===== src/rtl/single_cycle_processor.sv =====
// Single-cycle ARMv4 subset core: data-processing, LDR/STR immediate offset, B.
// Instruction and data memories are external and combinational.
module single_cycle_processor #(
   parameter int unsigned     WIDTH    = 32,
   parameter logic [WIDTH-1:0] RESET_PC = '0
) (
   input  logic             clk,
   input  logic             reset,
   input  logic [31:0]      instruction,
   input  logic [WIDTH-1:0] read_data,
   output logic [WIDTH-1:0] pc,
   output logic [WIDTH-1:0] direction,
   output logic [WIDTH-1:0] write_data,
   output logic             mem_write
);

   typedef enum logic [1:0] {OP_DP = 2'b00, OP_MEM = 2'b01, OP_BR = 2'b10, OP_NOP = 2'b11} op_t;
   typedef enum logic [3:0] {
      CMD_AND = 4'b0000, CMD_SUB = 4'b0010, CMD_ADD = 4'b0100,
      CMD_CMP = 4'b1010, CMD_ORR = 4'b1100
   } cmd_t;
   typedef enum logic [3:0] {
      C_EQ = 4'h0, C_NE = 4'h1, C_CS = 4'h2, C_CC = 4'h3, C_MI = 4'h4,
      C_PL = 4'h5, C_VS = 4'h6, C_VC = 4'h7, C_HI = 4'h8, C_LS = 4'h9,
      C_GE = 4'hA, C_LT = 4'hB, C_GT = 4'hC, C_LE = 4'hD, C_AL = 4'hE
   } cond_t;

   logic [WIDTH-1:0] regs [15];
   logic             flag_n, flag_z, flag_c, flag_v;

   op_t              op;
   cmd_t             cmd;
   cond_t            cond;
   logic [3:0]       rn, rd, rm;
   logic [WIDTH-1:0] pc_plus4, pc_plus8, rn_val, rd_val, rm_val;
   logic [WIDTH-1:0] imm_ext, imm_rot, branch_off, alu_b, alu_res, wb_val, next_pc;
   logic [2*WIDTH-1:0] imm_dbl;
   logic [WIDTH:0]   sum_full;
   logic             alu_sub, cond_ok, dp_known, logic_op;
   logic             reg_write, flag_write, res_n, res_z, res_c, res_v;

   assign op    = op_t'(instruction[27:26]);
   assign cmd   = cmd_t'(instruction[24:21]);
   assign cond  = cond_t'(instruction[31:28]);
   assign rn    = instruction[19:16];
   assign rd    = instruction[15:12];
   assign rm    = instruction[3:0];

   // R15 is not stored; any read of it sees the pipeline-visible pc+8.
   assign pc_plus4 = pc + WIDTH'(4);
   assign pc_plus8 = pc + WIDTH'(8);
   assign rn_val   = (rn == 4'hF) ? pc_plus8 : regs[rn];
   assign rd_val   = (rd == 4'hF) ? pc_plus8 : regs[rd];
   assign rm_val   = (rm == 4'hF) ? pc_plus8 : regs[rm];

   assign imm_ext    = {{(WIDTH-8){1'b0}}, instruction[7:0]};
   assign imm_dbl    = {imm_ext, imm_ext} >> {instruction[11:8], 1'b0};
   assign imm_rot    = imm_dbl[WIDTH-1:0];
   assign branch_off = {{(WIDTH-26){instruction[23]}}, instruction[23:0], 2'b00};

   always_comb begin
      alu_b   = '0;
      alu_sub = 1'b0;
      case (op)
         OP_DP: begin
            alu_b   = instruction[25] ? imm_rot : (rm_val << instruction[11:7]);
            alu_sub = (cmd == CMD_SUB) || (cmd == CMD_CMP);
         end
         OP_MEM: begin
            alu_b   = {{(WIDTH-12){1'b0}}, instruction[11:0]};
            alu_sub = !instruction[23];
         end
         default: ;
      endcase
   end

   // Subtraction as a + ~b + 1 so the carry-out is the ARM no-borrow flag.
   assign sum_full = alu_sub ? ({1'b0, rn_val} + {1'b0, ~alu_b} + (WIDTH+1)'(1))
                             : ({1'b0, rn_val} + {1'b0, alu_b});

   always_comb begin
      alu_res = sum_full[WIDTH-1:0];
      if (op == OP_DP) begin
         case (cmd)
            CMD_AND: alu_res = rn_val & alu_b;
            CMD_ORR: alu_res = rn_val | alu_b;
            default: alu_res = sum_full[WIDTH-1:0];
         endcase
      end
   end

   assign res_n = alu_res[WIDTH-1];
   assign res_z = (alu_res == '0);
   assign res_c = sum_full[WIDTH];
   assign res_v = alu_sub ? ((rn_val[WIDTH-1] != alu_b[WIDTH-1]) && (sum_full[WIDTH-1] != rn_val[WIDTH-1]))
                          : ((rn_val[WIDTH-1] == alu_b[WIDTH-1]) && (sum_full[WIDTH-1] != rn_val[WIDTH-1]));

   always_comb begin
      case (cond)
         C_EQ: cond_ok = flag_z;
         C_NE: cond_ok = !flag_z;
         C_CS: cond_ok = flag_c;
         C_CC: cond_ok = !flag_c;
         C_MI: cond_ok = flag_n;
         C_PL: cond_ok = !flag_n;
         C_VS: cond_ok = flag_v;
         C_VC: cond_ok = !flag_v;
         C_HI: cond_ok = flag_c && !flag_z;
         C_LS: cond_ok = !flag_c || flag_z;
         C_GE: cond_ok = (flag_n == flag_v);
         C_LT: cond_ok = (flag_n != flag_v);
         C_GT: cond_ok = !flag_z && (flag_n == flag_v);
         C_LE: cond_ok = flag_z || (flag_n != flag_v);
         C_AL: cond_ok = 1'b1;
         default: cond_ok = 1'b0;
      endcase
   end

   assign dp_known   = (cmd == CMD_AND) || (cmd == CMD_SUB) || (cmd == CMD_ADD) ||
                       (cmd == CMD_ORR) || (cmd == CMD_CMP);
   assign logic_op   = (cmd == CMD_AND) || (cmd == CMD_ORR);
   assign reg_write  = cond_ok && (rd != 4'hF) &&
                       (((op == OP_DP) && dp_known && (cmd != CMD_CMP)) ||
                        ((op == OP_MEM) && instruction[20]));
   assign flag_write = cond_ok && (op == OP_DP) && dp_known && (instruction[20] || (cmd == CMD_CMP));
   assign wb_val     = (op == OP_MEM) ? read_data : alu_res;
   assign next_pc    = (cond_ok && (op == OP_BR)) ? (pc_plus8 + branch_off) : pc_plus4;

   assign direction  = alu_res;
   assign write_data = rd_val;
   assign mem_write  = reset && cond_ok && (op == OP_MEM) && !instruction[20];

   always_ff @(posedge clk or negedge reset) begin
      if (!reset) begin
         pc     <= RESET_PC;
         flag_n <= 1'b0;
         flag_z <= 1'b0;
         flag_c <= 1'b0;
         flag_v <= 1'b0;
         for (int unsigned i = 0; i < 15; i++) regs[i] <= '0;
      end else begin
         pc <= next_pc;
         if (reg_write) regs[rd] <= wb_val;
         if (flag_write) begin
            flag_n <= res_n;
            flag_z <= res_z;
            // Logical ops leave C and V untouched.
            if (!logic_op) begin
               flag_c <= res_c;
               flag_v <= res_v;
            end
         end
      end
   end

endmodule


===== config.mk =====
export PLATFORM = sky130hd
export DESIGN_NAME = single_cycle_processor
export DESIGN_NICKNAME = d
export VERILOG_FILES = /design/src/rtl/single_cycle_processor.sv
export SDC_FILE = /design/constraint.sdc
export NUM_CORES = 2
export LEC_CHECK = 0
export ABC_AREA = 1
export CORE_MARGIN = 5
export CORE_UTILIZATION = 40
export DETAILED_ROUTE_END_ITERATION = 8
export SETUP_SLACK_MARGIN = 0.3
export SYNTH_ARGS = -nofsm -noshare
export SYNTH_HDL_FRONTEND = slang
export SYNTH_SLANG_ARGS = --single-unit

===== constraint.sdc =====
create_clock -name clk -period 5 [get_ports clk]
set_input_delay 1 -clock clk [delete_from_list [all_inputs] [get_ports clk]]
set_output_delay 1 -clock clk [all_outputs]
set_load 0.01 [all_outputs]

* After elaboration in Yosys (flattened, before gate mapping)
Cells that the tools add are included.
** Operators by class
- Add/sub/neg operators :: 6
- Order comparisons :: 4
- Equality and inequality tests :: 30
- Shifts and indexed selects :: 2
- Multiplexer cells :: 25
- Bitwise logic cells :: 7
- Reduce and logical (&&, ||, !) cells :: 38
** Operator list (number)
- bitwise mux 480 bit :: 1
- 2-to-1 mux 32 bit :: 14
- binary-select mux 32 bit (select 4 bit) :: 3
- demux 32 bit (select 4 bit) :: 1
- case mux 32 bit (2 select lines) :: 2
- adder 32 x 32 -> 33 bit :: 2
- equality test 4 bit (second input constant) :: 12
- >> shifter 40 x 5 -> 32 bit :: 1
- adder 33 x 1 -> 33 bit (second input constant) :: 1
- 2-to-1 mux 33 bit :: 1
- adder 32 x 3 -> 32 bit (second input constant) :: 1
- adder 32 bit :: 1
- adder 32 x 4 -> 32 bit (second input constant) :: 1
- AND 32 bit :: 1
- logical NOT 32 bit :: 1
- NOT 32 bit :: 1
- bitwise OR 32 bit :: 1
- left shift 32 x 5 -> 32 bit :: 1
- equality test 4 x 3 -> 1 bit (second input constant) :: 5
- logical AND 1 bit :: 17
- >= comparator 5 bit (second input constant) :: 3
- NOT 4 -> 5 bit :: 3
- case mux 1 bit (15 select lines) :: 1
- equality test 4 x 2 -> 1 bit (second input constant) :: 3
- other kinds (15) :: 34
** Word-level totals
- Register bits after elaboration :: 516
- Output and inout bits :: 97

* Logic depth before layout (Yosys ltp)
- Depth after elaboration :: 16
- Depth in mapped cells :: 41
- Mapped depth without buffers :: 39

* Least setup slack after synthesis
OpenSTA, ideal clock, no wires.
- Kind :: in2out
- Start :: in instruction[2]
- End :: out direction[23]
- Data arrival time :: 4.022 ns
- Required time :: 4.000 ns
- Slack :: -0.022 ns
- Cell stages on the path :: 29
- Path buffers :: 4
- Cell sequence :: buf_4 > clkinv_1 > buf_2 > buf_2 > nand4_1 > nand3_1 > nand3_1 > nand2_1 > o21ai_1 > nand3_1 > nand2_1 > o211ai_1 > nor2_2 > inv_1 > ha_1 > clkbuf_2 > nor2_1 > inv_1 > nor2_1 > nand2_1 > nor2_1 > nand2_1 > nand3_1 > nand2_1 > nand2_1 > nand2_1 > nand2_1 > nand2_1 > nand2_1
** Between the ends
- Longest elaborated chain between the ends :: 14
- Elaborated cells between the ends (all ways) :: 19
** RTL lines
- from (decl) :: RTL line 9 : input logic [31:0] instruction,
- NOT 4 -> 5 bit (implied by the code) :: RTL line 54 : assign rm_val = (rm == 4'hF) ? pc_plus8 : regs[rm];
- binary-select mux 32 bit (select 4 bit) :: RTL line 54
- 2-to-1 mux 32 bit (implied by the code) (2 in a row) :: RTL line 54
- 2-to-1 mux 32 bit :: RTL line 54
- left shift 32 x 5 -> 32 bit :: RTL line 66 : alu_b = instruction[25] ? imm_rot : (rm_val << instruction[11:7]);
- 2-to-1 mux 32 bit :: RTL line 66
- case mux 32 bit (2 select lines) * :: RTL line 64 : case (op)
- NOT 32 bit :: RTL line 78 : assign sum_full = alu_sub ? ({1'b0, rn_val} + {1'b0, ~alu_b} + (WIDTH+1)'(1))
- adder 32 x 32 -> 33 bit :: RTL line 78
- adder 33 x 1 -> 33 bit :: RTL line 78
- 2-to-1 mux 33 bit :: RTL line 78
- case mux 32 bit (2 select lines) :: RTL line 84 : case (cmd)
- 2-to-1 mux 32 bit * :: RTL line 83 : if (op == OP_DP) begin
- to (decl) :: RTL line 12 : output logic [WIDTH-1:0] direction,
Mark *: on every way between the ends. The rest lies on a longest branch, timed or not. The select of a mux whose other input is x is not followed.

* Final worst setup path
- Start :: in instruction[0]
- End :: out direction[27]
The elaborated chain is that of the path after synthesis.

==> reports/results.tsv <==
metric	value	unit
synthArstFlopShare	100	%
slew_headroom	31.6	%
syn_area	42200	um^2
ys_types	70	
ys_warn_count	0	
cap_violations	0	
synth.area.top_cells	dfrtp_1 (30%), nand2_1 (17%), o21ai_0 (9.0%), nand3_1 (6.3%), inv_1 (5.2%)	
hold_class	in2async	
placed_cells	9165	
cts_tree	yes	
drt_iter0_markers	7852	
dp_hpwl	186000	um
initial_core_util	40.2	%
pwr_density_cell	368	nW/um^2
clk_pin_slew	0.06	ns
num_vias	56400	
violations	setup timing	
area_growth	52.3	%
drive_gt1_share	32.9	%
drt_first_pass_iters	6	
crit_type	in2out	
arrival	5.06	ns
p_leak	30.4	nW
gp_congestion	1.02	
synth_top_area_cell	dfrtp_1	
rows	119	
wl	253000	um
track_usage	43.1	%
ir_worst_vdd	0.000390	V
antenna_found_initial	11	
max_stage_delay	0.34	ns
hold_viol_final	0	
status	finished with violations	
slew_violations	0	
pin_count	163	
worstMarginPinSlew	1.02	ns
synth-edff-count	0	
yosysSeqAreaShare	30.5	%
startpoint_type	primary input	
finClkSkew	0.0455	ns
synth-seq-cells	514	
reg2reg_slack	0.02	ns
viasPerCell	6.00	
nNetsFinal	8152	
clk_latency	0.69	ns
hold_ws	0.177	ns
setup_violations	123	
numClockSinks	514	
synth_top_cell_area_share	30.5	%
io_buffers	160	
cts_root_buf	clkbuf_16	
first_global_vias	53300	
numCtsBuffers	68	
avgSynthCellArea	6.49	um^2
period_share	121	%
period_minus_slack	6.06	ns
crit_path_start	instruction[0]	
critPathMaxFanout	7	
grt_pass1_wl	359000	um
rr_startpoint	pc[3]	
synthFlopType	dfrtp_1	
max_freq	165	MHz
netlist_instances	6510	
final_core_utilization	61.2	%
ant_nets	0	
grt_setup_unrepaired	yes	
gr-total-overflow	0	
end_kind	output port	
r2r-end	regs[406]	
final.setup.tns	-31.43	ns
worstPathRequired	4.00	ns
grt_max_degree	143	
die_y	335	um
worstSetupEndpoint	direction[27]	
die_w	335	um
cts_hold_buf	0	
r2r_cells	35	
drc	0	
core	105000	um^2
cts_htree_levels	3	
wl_per_cell	26.9	um
layout.cells.non_filler	9408	
cts_buffer_depth	3	
finalWorstSetupSlack	-1.06	ns
crit_path_top_delay_cell	ha_4	
total_power	23.7	mW
dieArea	112000	um^2
==> synth_stat cells (22+ instances only) <==
cell / n
nand2_1: 1941
o21ai_0: 756
inv_1: 587
nand3_1: 528
dfrtp_1: 514
a21oi_1: 341
nor2_1: 309
clkbuf_1: 275
a22oi_1: 144
ha_1: 128
o221ai_1: 111
o21ai_1: 106
buf_2: 92
o22ai_1: 86
nand4_1: 67
o211ai_1: 65
xor2_1: 42
a221oi_1: 30
buf_1: 30
nor3_1: 28
o2111ai_1: 28
or2_2: 24
inv_2: 22
==> stage by stage <==
| stage | setup WS [ns] | cell area, um^2 |
|---|---|---|
| 6_report | -1.06 | 64300 |
| 5_1_grt | -1.16 | 64300 |
| 4_1_cts | -1.04 | 62300 |
| 3_5_place_dp | -2.13 | 57300 |
| 3_3_place_gp | -2.16 | 57300 |
| 2_1_floorplan | 0.193 | 42700 |
==> cell families after synthesis <==
kind of cell               count (synthesis)  share of synthesized area, %
AOI/OAI and AO/OA                       1778                          24.9
DFF                                      514                          30.5
adders and majority gates                131                          3.93
xor gates and xnor gates                  63                          1.40
buffers and inverters                   1053                          9.96
and+or+nand+nor                         2970                          29.4
other                                      1                       0.00888
==> sequential cells by signal, summed over array words and instances, names as in the netlist <==
name / flops
regs: 480
pc: 30
flag_c: 1
flag_n: 1
flag_v: 1
flag_z: 1
==> where the power goes <==
| group | switching [mW] | internal [mW] |
|---|---|---|
| Clock | 2.22 | 3.11 |
| Sequential | 0.588 | 5.03 |
| Combinational | 7.27 | 5.44 |
| Total | 10.1 | 13.6 |
==> repair_timing <==
item / CTS / global route
pin swaps: 116 / 220
gates cloned: 6 / 3
endpoints found under the setup margin: 530 / 504
buffers inserted: 60 / 42
resized for setup: 594 / 512
==> worst max-delay path: cells and delay by family <==
family                     cells  cell delay, ns
and+or+nand+nor               22            2.17
adders and majority gates      1            0.34
AOI/OAI and AO/OA              2            0.36
buffers and inverters          9            1.12
==> per-layer routing <==
metal | part of all wire [%] | wire length, um | vias up | global-route usage (%)
met5 | 0.022 | 57 | - | 0
met4 | 8.1 | 20500 | 8 | 27.6
met3 | 11 | 28200 | 1017 | 10.2
met2 | 43 | 110000 | 3817 | 66.5
met1 | 38 | 95100 | 26600 | 54.4
li1 | - | - | 25000 | -
==> layout make-up <==
class / count / area (um^2)
clock buffers: 105 / 2030
clock inverters: 20 / 394
multi-input cells: 4944 / 28700
repair buffers: 1809 / 16100
flip-flops and latches: 514 / 12900
fillers: 9933 / 40800
well taps: 1391 / 1740
diodes: 7 / 17.5
inverters: 618 / 2410
==> worst min-delay path by stage <==
stage | startpoint | to | slack [ns] | cells after the start
2_1_floorplan | regs[0] | regs[0] | 0.45 | 2
3_3_place_gp | regs[8] | regs[8] | 0.47 | 2
3_5_place_dp | regs[31] | regs[31] | 0.47 | 2
4_1_cts | reset | regs[289] | 0.17 | 1
5_1_grt | reset | regs[289] | 0.17 | 1
6_report | reset | regs[289] | 0.18 | 1
==> cells in the final DEF (no fill, tap or decap), types with 18 or more instances in the layout <==
master	instances
dfrtp_1	513
o2111ai_1	25
a21oi_2	48
buf_4	1455
or2_2	22
o21ai_1	154
buf_6	65
o211ai_1	65
inv_2	64
nor2_1	223
a221oi_1	26
inv_1	527
clkbuf_8	19
nand3_4	31
ha_4	33
clkbuf_1	18
nand2_1	1692
nand4_1	67
o221ai_1	107
o21ai_2	41
nand3_1	380
clkdlybuf4s50_1	106
clkbuf_16	71
nor2_4	59
buf_12	137
nand2_2	210
nand2_4	44
o21ai_0	674
a21oi_1	285
xor2_1	40
o22ai_1	86
a22oi_1	139
ha_1	88
nor2_2	50
nand3_2	124
nor3_1	19
(Power assumes the default switching activity.)
